<file path="src/rtl/count_arbiter.sv">
// count_arbiter: two debounced buttons arbitrate step strobes to an up/down counter.
// Optional auto-repeat while the owner holds: define AUTO_REPEAT_EN.
module count_arbiter #(
  parameter int DEB_CYCLES = 3,
  parameter int REPEAT_DLY = 4,
  parameter int REPEAT_PER = 2
) (
  input  logic       clk_out,
  input  logic       RESET,
  input  logic       btn0,
  input  logic       btn1,
  output logic       cnt_en,
  output logic       cnt_dir,
  output logic [1:0] grant,
  output logic [1:0] state
);

  typedef enum logic [1:0] {
    IDLE     = 2'b00,
    OWN_UP   = 2'b01,
    OWN_DN   = 2'b10,
    CONFLICT = 2'b11
  } state_t;

  localparam int DEB_E = (DEB_CYCLES < 1) ? 1 : DEB_CYCLES;
  localparam int CW = $clog2(DEB_E + 1);
  localparam logic [CW-1:0] DEB_LAST = CW'(DEB_E - 1);

  logic [1:0]    raw;
  logic [1:0]    sync1;
  logic [1:0]    sync2;
  logic [1:0]    deb;
  logic [1:0]    deb_q;
  logic [1:0]    rise;
  logic [CW-1:0] dcnt [2];

  state_t     cur;
  state_t     nxt;
  logic       own;
  logic       en_n;
  logic       dir_n;
  logic [1:0] grant_n;
  logic       last;
  logic       last_n;

  assign raw   = {btn1, btn0};
  assign rise  = deb & ~deb_q;
  assign own   = (cur == OWN_DN);
  assign state = cur;

`ifdef AUTO_REPEAT_EN
  localparam logic [7:0] DLY_E =
    (REPEAT_DLY < 1)   ? 8'd1   :
    (REPEAT_DLY > 255) ? 8'd255 : 8'(REPEAT_DLY);
  localparam logic [7:0] PER_E =
    (REPEAT_PER < 1)   ? 8'd1   :
    (REPEAT_PER > 255) ? 8'd255 : 8'(REPEAT_PER);

  logic [7:0] tmr;
  logic [7:0] tmr_n;

  // Repeat timer: counts down to the next auto-repeat pulse.
  always_ff @(posedge clk_out) begin
    if (RESET) tmr <= '0;
    else       tmr <= tmr_n;
  end
`endif

  // Two-flop synchronizer; free-running so a button held through
  // RESET is already visible and only the debouncer sets the restart delay.
  always_ff @(posedge clk_out) begin
    sync1 <= raw;
    sync2 <= sync1;
  end

  // Debouncer: flip only after DEB_E consecutive samples at the new level.
  always_ff @(posedge clk_out) begin
    if (RESET) begin
      deb     <= '0;
      deb_q   <= '0;
      dcnt[0] <= '0;
      dcnt[1] <= '0;
    end else begin
      deb_q <= deb;
      for (int i = 0; i < 2; i++) begin
        if (sync2[i] == deb[i]) begin
          dcnt[i] <= '0;
        end else if (dcnt[i] == DEB_LAST) begin
          deb[i]  <= sync2[i];
          dcnt[i] <= '0;
        end else begin
          dcnt[i] <= dcnt[i] + CW'(1);
        end
      end
    end
  end

  // Arbiter next state and next registered outputs.
  always_comb begin
    nxt     = cur;
    en_n    = 1'b0;
    dir_n   = cnt_dir;
    grant_n = grant;
    last_n  = last;
`ifdef AUTO_REPEAT_EN
    tmr_n   = tmr;
`endif
    unique case (cur)
      IDLE: begin
        if (rise[0] && rise[1]) begin
          en_n    = 1'b1;
          dir_n   = last;
          last_n  = ~last;
          grant_n = 2'b00;
          nxt     = CONFLICT;
        end else if (rise[0]) begin
          en_n    = 1'b1;
          dir_n   = 1'b1;
          last_n  = 1'b0;
          grant_n = 2'b01;
          nxt     = OWN_UP;
`ifdef AUTO_REPEAT_EN
          tmr_n   = DLY_E;
`endif
        end else if (rise[1]) begin
          en_n    = 1'b1;
          dir_n   = 1'b0;
          last_n  = 1'b1;
          grant_n = 2'b10;
          nxt     = OWN_DN;
`ifdef AUTO_REPEAT_EN
          tmr_n   = DLY_E;
`endif
        end
      end
      OWN_UP, OWN_DN: begin
        if (!deb[own]) begin
          grant_n = 2'b00;
          nxt     = IDLE;
        end else if (rise[~own]) begin
          grant_n = 2'b00;
          nxt     = CONFLICT;
        end
`ifdef AUTO_REPEAT_EN
        else if (tmr == 8'd1) begin
          en_n  = 1'b1;
          tmr_n = PER_E;
        end else begin
          tmr_n = tmr - 8'd1;
        end
`endif
      end
      CONFLICT: begin
        if (deb == 2'b00) nxt = IDLE;
      end
    endcase
  end

  // State and output registers.
  always_ff @(posedge clk_out) begin
    if (RESET) begin
      cur     <= IDLE;
      cnt_en  <= 1'b0;
      cnt_dir <= 1'b0;
      grant   <= 2'b00;
      last    <= 1'b1;
    end else begin
      cur     <= nxt;
      cnt_en  <= en_n;
      cnt_dir <= dir_n;
      grant   <= grant_n;
      last    <= last_n;
    end
  end

endmodule
</file>
<file path="config.mk">
export PLATFORM = sky130hd
export DESIGN_NAME = count_arbiter
export DESIGN_NICKNAME = d
export VERILOG_FILES = /design/src/rtl/count_arbiter.sv
export SDC_FILE = /design/constraint.sdc
export NUM_CORES = 1
export LEC_CHECK = 0
export BUFFER_PORTS_ARGS = -buffer_cell sky130_fd_sc_hd__buf_4
export CORE_MARGIN = 4
export CORE_UTILIZATION = 35
export CTS_BUF_LIST = sky130_fd_sc_hd__clkbuf_2 sky130_fd_sc_hd__clkbuf_4 sky130_fd_sc_hd__clkbuf_8
export DETAILED_ROUTE_END_ITERATION = 8
export GPL_TIMING_DRIVEN = 0
export HOLD_SLACK_MARGIN = 0.08
export SYNTH_ARGS = -nofsm -noshare
export SYNTH_HDL_FRONTEND = slang
export SYNTH_SLANG_ARGS = --single-unit
</file>
<file path="constraint.sdc">
create_clock -name clk_out -period 3.1 [get_ports clk_out]
set_input_delay 0.31 -clock clk_out [delete_from_list [all_inputs] [get_ports clk_out]]
set_output_delay 0.31 -clock clk_out [all_outputs]
set_load 0.01 [all_outputs]
</file>
== Word level (Yosys, flattened, before mapping) ==
Memory sizes are Yosys's and may differ from the RTL's.
Index checks and enable logic that the tools add are counted.
Cells by class
  mux-type cells: 54
  add/subtract/negate cells: 2
  equality and inequality tests: 10
  bitwise gates (word level): 13
  reductions and logical operators: 12
  $lt $le $gt $ge: 2
Operators with widths (count)
  2-to-1 mux 1 bit: 37
  2-to-1 mux 2 bit: 15
  equality test 2 bit, second input constant: 4
  OR 1 bit: 6
  case mux 2 bit (3 select lines): 1
  AND reduction 2 bit: 3
  AND reduction 3 bit: 2
  NOT 1 bit: 5
  adder 2 x 1 -> 2 bit, second input constant: 2
  logical NOT 2 bit: 2
  < comparator 1 x 2 -> 1 bit, second input constant: 2
  != test 4 bit, second input constant: 1
  case mux 2 bit (2 select lines): 1
  OR reduction 2 bit: 2
  != test 3 bit, second input constant: 1
  nonzero test 3 bit: 1
  AND 2 bit: 1
  equality test 1 bit: 2
  equality test 2 x 1 -> 1 bit, second input constant: 1
  != test 2 bit, second input constant: 1
  NOT 2 bit: 1
  nonzero test 2 bit: 1
  logical AND 1 bit: 1
Word-level totals
  logic and storage cells: 104
  bits of input ports: 4
  register bits: 15
  memories kept: 1
  output and inout port bits: 6
  memory bits (writable): 4
Memories
  dcnt: depth 2, width 2, rd ports 2, clocked after Yosys merged registers in 0, write ports 2, line 35  | logic [CW-1:0] dcnt [2];

== Longest topological paths before layout ==
Gate-level depths: netlist of run 1.
  depth in word-level cells: 7
  mapped depth: 6
  depth with buffers taken out: 6

== Worst setup path after synthesis of run 1 ==
No wires, ideal clock.
  path kind: register to register
  from: register cur[0] (netlist: state[0])
  to: register cur[1] (netlist: state[1])
  path buffers: 0
  required time: 2.977 ns
  slack: 1.582 ns
  stages on the path, launching flop included: 7
  data arrival time: 1.395 ns
  setup time: 0.123 ns
  cell sequence: dfxtp_1 -> inv_1 -> ha_1 -> nand2b_1 -> o22ai_2 -> a2bb2oi_2 -> mux2_1
On the way
  cells in the longest elaborated chain, start to end: 5
  elaborated cells on any way between the ends: 15
Ends and longest elaborated chain
  start, declared: line 37  | state_t cur;
  start signal, assigned: line 168  | cur <= nxt;
  equality test 2 bit: line 48, 108
  2-to-1 mux 1 bit (on tied branches) (2 in a row): line 137, 140
  != test 3 bit (no line) / 2-to-1 mux 2 bit (equally long branches)
  AND reduction 3 bit (no line) / case mux 2 bit (3 select lines) (equally long branches)
Several ways; a longest one is shown, not always the timed one. The select of a mux whose other input is x is not followed.
A chain may end at the register's enable or synchronous reset.

== Worst setup path after layout of run 1 ==
Same ends and word-level chain as after synthesis.

==> flow_summary.rst, run 1 <==
.. list-table::
   :header-rows: 1

   * - Metric
     - Value
   * - Status
     - finished, final reports clean
   * - Kind of critical path
     - flop to flop
   * - Final Routed Wirelength
     - 1390 microns
   * - Clock tree sinks
     - 19
   * - Clock-pin slew reported for the worst setup and hold paths after clock tree synthesis
     - 0.12 ns
   * - Die outline height
     - 57.5 microns
   * - Initial antenna violation count
     - 0
   * - Depth of the most critical reg-to-reg path
     - 6
   * - Synth Register Bits
     - 19
   * - Startpoint of the most critical setup path
     - state[0]
   * - Sequential cell area fraction in the yosys report
     - 0.491
   * - Clock tree root buffer cell
     - clkbuf_4
   * - IO Pins
     - 10
   * - Max-slew violation count
     - 0
   * - Leakage power of the design
     - 0.414 nW
   * - Hpwl dp
     - 1060 microns
   * - Pwr Total
     - 0.580 mW
   * - PwrDens
     - 581 nW/um^2
   * - Synth warnings
     - 0
   * - Overall Global Routing Usage
     - 0.0925
   * - H-tree level count
     - 1
   * - Setup tns final
     - 0 ns
   * - Most common cell after layout, fill and taps aside
     - dfxtp_1
   * - Global route overflow
     - 0
   * - Total of max-cap violations
     - 0
   * - Resized Gates After CTS
     - 0
   * - Area growth from synthesis to layout
     - 16.5%
   * - Number of nets in the final layout
     - 112
   * - Antenna cells
     - 0
   * - Crit Reg-Reg Startpoint
     - state[0]
   * - Buffers inserted by post-CTS timing repair
     - 0
   * - Sort of element at the end of the critical path
     - flop
   * - Setup slack, reg-to-reg
     - 1.49 ns
   * - Startpoint type of the worst setup path
     - flop
   * - End point of the critical path
     - state[1]
   * - Top area cells in the synthesized netlist
     - dfxtp_1, edfxtp_1, ha_1
   * - Part of the cycle the worst path needs
     - 0.519
   * - FF/Latch Area
     - 420 sq um
   * - Footprint of the multi-input gates
     - 425 sq um
   * - Number of DRC markers in iteration 0
     - 7
   * - Critical Path Fanout Max
     - 4
   * - Arrival @ worst endpoint
     - 1.81 ns
   * - Width of the die
     - 57.5 microns
   * - DR WL/cell
     - 10.8 microns
   * - Vias after detailed routing
     - 622
   * - Post-synth top area cell
     - dfxtp_1
   * - RSZ-0062 raised after global routing
     - false
   * - Most used cells in the layout excluding fill and tap cells
     - dfxtp_1, nor2_1, buf_4
   * - Full die area
     - 3300 sq um
   * - PortBufs
     - 9
   * - Gp weighted congestion
     - 0.806
   * - Pin count of the biggest net entering global routing
     - 12
   * - Vias per std cell
     - 4.82
   * - Path type of the worst min-delay path
     - primary input to flop
   * - Initial Util
     - 0.377
   * - CTS tree
     - yes
   * - Inserted Clock Buffers
     - 3
   * - Share of layout cells above drive strength 1
     - 0.158
   * - # fillers
     - 225
   * - Number of rows in the core area
     - 17
   * - First-pass GRT wire length
     - 2390 microns
   * - CTS Buffer Depth
     - 2
   * - Clock tree skew after final layout
     - 0.00714 ns
   * - Number of remaining DRC errors
     - 0
   * - Count of endpoints failing setup in the final report
     - 0
   * - Number of distinct library cells after synthesis
     - 28
   * - Avg Inst Size Synth
     - 10.1 sq um
   * - Combined area of all synthesized cells
     - 857 sq um
   * - Clock Latency Late Sink
     - 0.30 ns
   * - Worst reg2reg path endpoint
     - state[1]
   * - Number of buffers inserted for hold repair after clock tree synthesis
     - 0
   * - Count of TritonRoute iterations in the first routing pass
     - 4
   * - Max rail drop VDD
     - 0.000234 V
   * - Fin crit period
     - 1.61 ns
   * - Min Hold Slack
     - 0.109 ns
   * - Cells after synthesis
     - 85
   * - Via count of the first global-routing pass
     - 605
   * - Floorplan core area
     - 2280 sq um
   * - Remaining number of nets flagged by the antenna check after routing
     - 0
   * - Data required time at the worst endpoint
     - 3.30 ns
   * - Highest achievable clock rate
     - 0.621 GHz
   * - Synth top area share
     - 0.350
   * - Hold Violations, Final
     - 0
-- worst max-delay path: stages (launching register included) --
cell and delay, ns:
dfxtp_1 0.40, inv_1 0.09, ha_1 0.22, nand2b_1 0.18
o22ai_2 0.21, a2bb2oi_2 0.10, mux2_1 0.31
-- registers in the layout (all words and copies together), names as in the netlist --
name and count:
dcnt 4, deb 2, deb_q 2, grant 2
state 2, sync1 2, sync2 2, cnt_dir 1
cnt_en 1, last 1
-- stage by stage --
| stage | std cells | instance area, sq um | utilization | setup slack [ns] |
|---|---|---|---|---|
| 2_1_floorplan | 88 | 868 | - | 1.58 |
| 6_report | 129 | 998 | 0.439 | 1.49 |
| 4_1_cts | 129 | 998 | 0.439 | 1.49 |
| 3_5_place_dp | 125 | 971 | 0.427 | 1.51 |
| 3_3_place_gp | 125 | 971 | 0.427 | 1.54 |
| 5_1_grt | 129 | 998 | 0.439 | 1.39 |
-- cells by family (layout without fill, tap and decap cells) --
family / count (synthesis) / after routing / synth area share
buffers and inverters: 6 / 19 / 0.0263
xor gates and xnor gates: 2 / 2 / 0.0204
AOI/OAI and AO/OA: 16 / 16 / 0.136
other: 1 / 4 / 0.00438
and+or+nand+nor: 31 / 31 / 0.187
DFF: 19 / 19 / 0.491
adders and majority gates: 6 / 6 / 0.0876
muxes: 4 / 4 / 0.0482
-- worst min path at each step --
stage               startpoint       end  slack [ns]  cells after the start
floorplan             sync1[0]  sync2[0]        0.31                      0
global placement      sync1[1]  sync2[1]        0.31                      0
detailed placement    sync1[1]  sync2[1]        0.31                      0
global route              btn1  sync1[1]        0.08                      1
finish                    btn1  sync1[1]        0.11                      1
CTS                       btn1  sync1[1]        0.09                      1
-- report_power, final --
group	total [mW]	switching [mW]	internal [mW]	leakage, nW
clock	0.128	0.0797	0.0480	0.0177
combinational	0.164	0.0861	0.0778	0.232
sequential	0.288	0.0147	0.274	0.165
-- per-layer routing --
metal	part of all wire	vias to the layer above	global-route usage	wire length, microns
li1	-	319	-	-
met1	0.45	292	0.101	626
met2	0.49	7	0.158	686
met3	0.035	4	0.0226	49
met4	0.021	0	0.0596	29
met5	0	-	0	0
-- layout make-up --
type	count	share of cell area
well taps	28	0.0351
plain buffers	1	0.00376
flip-flops and latches	19	0.421
repair buffers	9	0.0677
clock inverters	1	0.00501
clock buffers	3	0.0226
multi-input cells	63	0.426
inverters	5	0.0188
-- synthesized netlist by cell type --
cell type / instances
xnor2_1: 2
o21a_1: 1
and2b_1: 2
a31o_1: 1
dfxtp_1: 15
or3_1: 2
clkbuf_1: 1
mux2i_1: 3
o211ai_1: 1
a21o_1: 1
nor2_1: 11
conb_1: 1
o21ai_0: 1
nor2b_1: 2
nand2_1: 4
o21ai_1: 2
edfxtp_1: 4
ha_1: 6
a2bb2oi_2: 1
a21oi_1: 5
a211o_1: 2
inv_1: 5
mux2_1: 1
nand3b_1: 1
nand3_1: 2
nand2b_1: 6
nand2b_2: 1
o22ai_2: 1
(Power assumes the default switching activity.)
==> run 2, diff against run 1 <==
==> constraint.sdc (replaced) <==
create_clock -name clk_out -period 1.33 [get_ports clk_out]
set_input_delay 0.133 -clock clk_out [delete_from_list [all_inputs] [get_ports clk_out]]
set_output_delay 0.133 -clock clk_out [all_outputs]
set_load 0.01 [all_outputs]
==> run 2 against run 1 <==
Effect of this change:
- the flow now finishes with violations (setup timing)
- sequential power grew 140%
- clock power grew 130%
- final cell count grew 4.7%
- register-to-register slack lost 1.6 ns
- combinational power grew to 3.3 times the previous value
- worst hold slack gained 0.031 ns
- wire length grew 9.9%
- critical path type unchanged
- critical endpoint unchanged
==> flow_summary.rst, run 2 (synthesized netlist as in run 1, its figures left out) <==
.. list-table::
   :header-rows: 1

   * - Metric
     - Value
   * - Status
     - complete, but fails checks
   * - Failing checks
     - setup timing
   * - Count of TritonRoute iterations in the first routing pass
     - 4
   * - Crit Reg-Reg Startpoint
     - state[0]
   * - Hold Violations, Final
     - 0
   * - Part of the cycle the worst path needs
     - 1.06
   * - First-pass GRT wire length
     - 2760 microns
   * - Pin count of the biggest net entering global routing
     - 13
   * - Final Routed Wirelength
     - 1530 microns
   * - Clock Latency Late Sink
     - 0.30 ns
   * - Setup ws final
     - -0.0832 ns
   * - Data required time at the worst endpoint
     - 1.53 ns
   * - Clock tree skew after final layout
     - 0.00649 ns
   * - Clock tree sinks
     - 19
   * - Share of total power in combinational logic
     - 0.355
   * - Worst min-delay path endpoint
     - grant[1]
   * - DR WL/cell
     - 11.3 microns
   * - Area growth from synthesis to layout
     - 32.8%
   * - Most common cell after layout, fill and taps aside
     - buf_4
   * - Number of instances on the worst hold path
     - 3
   * - Sort of element at the end of the critical path
     - flop
   * - Most used cells in the layout excluding fill and tap cells
     - buf_4, dfxtp_1, nor2_1
   * - Number of nets in the final layout
     - 118
   * - Worst reg2reg path endpoint
     - state[1]
   * - Arrival @ worst endpoint
     - 1.61 ns
   * - Count of endpoints failing setup in the final report
     - 2
   * - Setup tns final
     - -0.126 ns
   * - Inserted Clock Buffers
     - 3
   * - Floorplan core area
     - 2280 sq um
   * - Initial antenna violation count
     - 0
   * - PortBufs
     - 9
   * - Min Hold Slack
     - 0.140 ns
   * - Setup slack, reg-to-reg
     - -0.08 ns
   * - Clock tree root buffer cell
     - clkbuf_4
   * - Biggest cell delay along the critical path
     - 0.40 ns
   * - Highest achievable clock rate
     - 0.708 GHz
   * - Remaining number of nets flagged by the antenna check after routing
     - 0
   * - Vias after detailed routing
     - 637
   * - Max rail drop VDD
     - 0.000890 V
   * - Full die area
     - 3300 sq um
   * - Startpoint type of the worst setup path
     - flop
   * - CTS tree
     - yes
   * - CP cell instances
     - inv_4, ha_4, nand2b_4, o22ai_4, a2bb2oi_2, mux2_4
   * - Initial Util
     - 0.377
   * - Critical Path Fanout Max
     - 4
   * - Die outline height
     - 57.5 microns
   * - Gp weighted congestion
     - 0.826
   * - Number of remaining DRC errors
     - 0
   * - Reg power frac
     - 0.452
   * - RSZ-0062 raised after global routing
     - true
   * - H-tree level count
     - 1
   * - Number of DRC markers in iteration 0
     - 9
   * - Path type of the worst min-delay path
     - primary input to flop
   * - Fin crit period
     - 1.41 ns
   * - Via count of the first global-routing pass
     - 622
   * - Depth of the most critical reg-to-reg path
     - 6
   * - CTS Buffer Depth
     - 2
   * - Cell-internal power
     - 1.06 mW
   * - Total of max-cap violations
     - 0
   * - Hold path start
     - RESET
   * - Clock-pin slew reported for the worst setup and hold paths after clock tree synthesis
     - 0.12 ns
   * - Max-slew violation count
     - 0
   * - Number of flip-flops under the largest register name
     - 4
   * - Leakage power of the design
     - 0.447 nW
   * - Number of rows in the core area
     - 17
   * - Kind of critical path
     - flop to flop
   * - PwrDens
     - 1360 nW/um^2
   * - Post-layout util
     - 0.500
   * - Global route overflow
     - 0
   * - Share of layout cells above drive strength 1
     - 0.374
   * - Switching power total
     - 0.484 mW
   * - IO Pins
     - 10
   * - Overall Global Routing Usage
     - 0.107
   * - Clk network pwr share
     - 0.194
   * - Antenna cells
     - 0
   * - Most flops, register
     - dcnt
   * - Hpwl dp
     - 1120 microns
   * - Width of the die
     - 57.5 microns
   * - Switching part of the total
     - 0.313
   * - Vias per std cell
     - 4.72
   * - Slowest cell on the critical path
     - dfxtp_4
-- run 2: changes by cell type in the layout (fill, tap and decap cells not counted), moves of 3 or more --
cell     before  now
a21oi_1       5    2
dfxtp_1      15   11
buf_4         9   13
a21oi_2       0    3
ha_1          6    3
-- run 2: area by class of cell --
cell class / count / area, sq um
plain buffers: 1 / 3.75
multi-input cells: 63 / 498
fillers: 209 / 1140
flip-flops and latches: 19 / 430
clock buffers: 3 / 22.5
well taps: 28 / 35.0
repair buffers: 15 / 118
clock inverters: 1 / 7.51
inverters: 5 / 23.8
-- run 2: worst max-delay path by stage --
stage          slack [ns]  depth (start not counted)  endpoint  startpoint
3_5_place_dp        -0.13                          4  state[1]      deb[1]
2_1_floorplan       -0.05                          6  state[1]    state[0]
4_1_cts             -0.08                          6  state[1]    state[0]
6_report            -0.08                          6  state[1]    state[0]
3_3_place_gp        -0.12                          4  state[1]      deb[1]
5_1_grt             -0.13                          6  state[1]    state[0]
-- run 2: stage by stage --
| step | setup WS, ns | power, mW | area [sq um] | instances |
|---|---|---|---|---|
| floorplan | -0.0480 | 1.04 | 915 | 88 |
| global placement | -0.119 | 1.15 | 1020 | 125 |
| detailed placement | -0.130 | 1.15 | 1020 | 125 |
| CTS | -0.0775 | 1.52 | 1110 | 133 |
| global route | -0.128 | 1.64 | 1140 | 135 |
| finish | -0.0832 | 1.55 | 1140 | 135 |
-- run 2: power by group through the flow --
| stage | Sequential (mW) | Clock [mW] | Combinational, mW |
|---|---|---|---|
| finish | 0.698 | 0.299 | 0.548 |
| global route | 0.710 | 0.340 | 0.595 |
| CTS | 0.700 | 0.312 | 0.511 |
| detailed placement | 0.712 | 0 | 0.442 |
| global placement | 0.708 | 0 | 0.437 |
| floorplan | 0.716 | 0 | 0.325 |
-- run 2: critical path, delay by kind of cell, from the launching register on --
| kind | cells | cell delay [ns] |
|---|---|---|
| multiplexers | 1 | 0.30 |
| AO/OA/AOI/OAI | 2 | 0.27 |
| flip-flops | 1 | 0.40 |
| AND/OR/NAND/NOR | 1 | 0.14 |
| adder cells (fa/ha/maj) | 1 | 0.15 |
| buffers and inverters | 1 | 0.05 |
-- run 2: repair_timing --
action | CTS | global route
buffers inserted | 2 | 2
cloned | 0 | 0
hold buffers | 2 | 0
setup endpoints to repair | 4 | 5
endpoints found under the hold margin | 2 | 0
pin swaps | 5 | 1
gates resized for setup | 8 | 5
-- run 2: metal layers --
metal / part of all wire / GRT usage
met5: 0 / 0
met1: 0.45 / 0.130
met2: 0.50 / 0.179
met4: 0 / 0.0199
met3: 0.047 / 0.0407
==> run 3, diff against run 2 <==
--- a/config.mk
+++ b/config.mk
@@ -5,13 +5,14 @@
 export SDC_FILE = /design/constraint.sdc
 export NUM_CORES = 1
 export LEC_CHECK = 0
-export BUFFER_PORTS_ARGS = -buffer_cell sky130_fd_sc_hd__buf_4
 export CORE_MARGIN = 4
 export CORE_UTILIZATION = 35
 export CTS_BUF_LIST = sky130_fd_sc_hd__clkbuf_2 sky130_fd_sc_hd__clkbuf_4 sky130_fd_sc_hd__clkbuf_8
 export DETAILED_ROUTE_END_ITERATION = 8
+export DONT_BUFFER_PORTS = 1
 export GPL_TIMING_DRIVEN = 0
 export HOLD_SLACK_MARGIN = 0.08
+export REMOVE_ABC_BUFFERS = 1
 export SYNTH_ARGS = -nofsm -noshare
 export SYNTH_HDL_FRONTEND = slang
 export SYNTH_SLANG_ARGS = --single-unit
==> run 3 against run 2 <==
Effect of this change:
- the run still ends with setup timing left
- worst hold slack worse by 0.032 ns
- sequential cell count stayed put
- critical path type unchanged
- power down 3.6%
- critical path depth did not move
==> flow_summary.rst, run 3 (synthesized netlist as in run 1, its figures left out) <==
.. list-table::
   :header-rows: 1

   * - Metric
     - Value
   * - Width of the die
     - 57.5 microns
   * - Count of endpoints failing setup in the final report
     - 4
   * - Setup ws final
     - -0.115 ns
   * - # fillers
     - 223
   * - Clock tree root buffer cell
     - clkbuf_4
   * - Most flops, register
     - dcnt
   * - Count of TritonRoute iterations in the first routing pass
     - 4
   * - Kind of critical path
     - flop to flop
   * - Failing checks
     - setup timing
   * - Reg power frac
     - 0.479
   * - Floorplan core area
     - 2280 sq um
   * - Inserted Clock Buffers
     - 3
   * - Hpwl dp
     - 984 microns
   * - Pwr Total
     - 1.49 mW
   * - Vias after detailed routing
     - 622
   * - Critical Path Fanout Max
     - 4
   * - Initial Util
     - 0.377
   * - Number of flip-flops under the largest register name
     - 4
   * - Global route overflow
     - 0
   * - Fin crit period
     - 1.45 ns
   * - Part of the cycle the worst path needs
     - 1.09
   * - Clock tree sinks
     - 19
   * - PortBufs
     - 0
   * - Switching part of the total
     - 0.308
   * - Slowest cell on the critical path
     - dfxtp_4
   * - Sort of element at the end of the critical path
     - flop
   * - Initial antenna violation count
     - 0
   * - Clock-pin slew reported for the worst setup and hold paths after clock tree synthesis
     - 0.10 ns
   * - Number of rows in the core area
     - 17
   * - Total of max-cap violations
     - 0
   * - Leakage power of the design
     - 0.412 nW
   * - Clock tree skew after final layout
     - 0.00365 ns
   * - Startpoint type of the worst setup path
     - flop
   * - Gp weighted congestion
     - 0.740
   * - Min Hold Slack
     - 0.108 ns
   * - Share of layout cells above drive strength 1
     - 0.303
   * - Antenna cells
     - 0
   * - DR WL/cell
     - 11.9 microns
   * - IO Pins
     - 10
   * - Max rail drop VDD
     - 0.000882 V
   * - Clk network pwr share
     - 0.194
   * - Max-slew violation count
     - 0
   * - Cell family contributing the most delay on the critical path
     - flip-flops
   * - Hold Violations, Final
     - 0
   * - First-pass GRT wire length
     - 2720 microns
   * - Arrival @ worst endpoint
     - 1.64 ns
   * - Path type of the worst min-delay path
     - primary input to flop
   * - Full die area
     - 3300 sq um
   * - Most common cell after layout, fill and taps aside
     - dfxtp_1
   * - Status
     - complete, but fails checks
   * - Biggest cell delay along the critical path
     - 0.41 ns
   * - Highest achievable clock rate
     - 0.692 GHz
   * - Clock Latency Late Sink
     - 0.30 ns
   * - Overall Global Routing Usage
     - 0.108
   * - Buffers and inverters on the worst path
     - 1
   * - Die outline height
     - 57.5 microns
   * - Remaining number of nets flagged by the antenna check after routing
     - 0
   * - Number of nets in the final layout
     - 110
   * - Cell-internal power
     - 1.03 mW
   * - Pin count of the biggest net entering global routing
     - 13
   * - CTS Buffer Depth
     - 2
   * - Data required time at the worst endpoint
     - 1.52 ns
   * - Via count of the first global-routing pass
     - 612
   * - H-tree level count
     - 1
   * - Number of remaining DRC errors
     - 0
   * - CP cell instances
     - inv_4, ha_4, nand2b_4, o22ai_4, a2bb2oi_2, mux2_4
   * - Vias per std cell
     - 4.90
   * - Area growth from synthesis to layout
     - 26.1%
   * - CTS tree
     - yes
   * - Number of DRC markers in iteration 0
     - 4
   * - Share of total power in combinational logic
     - 0.327
   * - Final Routed Wirelength
     - 1510 microns
   * - Most used cells in the layout excluding fill and tap cells
     - dfxtp_1, nor2_1, nand2b_1
   * - PwrDens
     - 1380 nW/um^2
   * - Switching power total
     - 0.459 mW
   * - RSZ-0062 raised after global routing
     - true
## run 3: metrics by stage
stage	instances	setup slack (ns)	cell area, sq um	TNS, ns	util
after floorplan	87	-0.188	865	-0.487	-
after global placement	115	-0.310	900	-0.988	0.395
after detailed placement	115	-0.362	900	-1.24	0.395
after CTS	125	-0.118	1050	-0.182	0.460
after global routing	127	-0.187	1080	-0.679	0.475
final	127	-0.115	1080	-0.310	0.475
## run 3: path summary, 6_finish.rpt
check            from        to  slack (ns)  depth (start not counted)
max          state[0]  state[1]       -0.12                          6
min             RESET  state[1]        0.11                          2
max reg2reg  state[0]  state[1]       -0.12                          6
min reg2reg  sync1[0]  sync2[0]        0.34                          0
## run 3: metal layers
| metal | routed length, microns | global-route usage | vias up |
|---|---|---|---|
| met5 | 0 | 0 | - |
| met3 | 65 | 0.0520 | 2 |
| met2 | 798 | 0.192 | 9 |
| met1 | 635 | 0.112 | 295 |
| li1 | - | - | 316 |
| met4 | 12 | 0.0331 | 0 |
## run 3: power by group through the flow
stage / clock network [mW] / registers (mW) / logic (mW)
6_report: 0.289 / 0.713 / 0.487
5_1_grt: 0.346 / 0.723 / 0.541
4_1_cts: 0.305 / 0.714 / 0.468
3_5_place_dp: 0 / 0.704 / 0.315
3_3_place_gp: 0 / 0.702 / 0.307
2_1_floorplan: 0 / 0.693 / 0.267
## run 3: worst reg2reg max path: stages, from the launching register on
cell and delay (ns):
dfxtp_4 0.41, inv_4 0.06, ha_4 0.16, nand2b_4 0.15, o22ai_4 0.19, a2bb2oi_2 0.10
mux2_4 0.30
## run 3: cell type report
type,count,area [sq um],share of cell area
inverter,5,23.8,0.0220
multi-input combinational,63,493,0.456
sequential,19,430,0.398
tap,28,35.0,0.0324
clock inverter,1,5.00,0.00463
timing repair buffer,8,71.3,0.0660
clock buffer,3,22.5,0.0208
## run 3: timing repair
action / CTS / global route
endpoints found under the setup margin: 5 / 6
hold buffers: 3 / 0
resized for setup: 20 / 6
hold endpoints to repair: 13 / 0
pin swaps: 6 / 1
setup buffers: 3 / 2
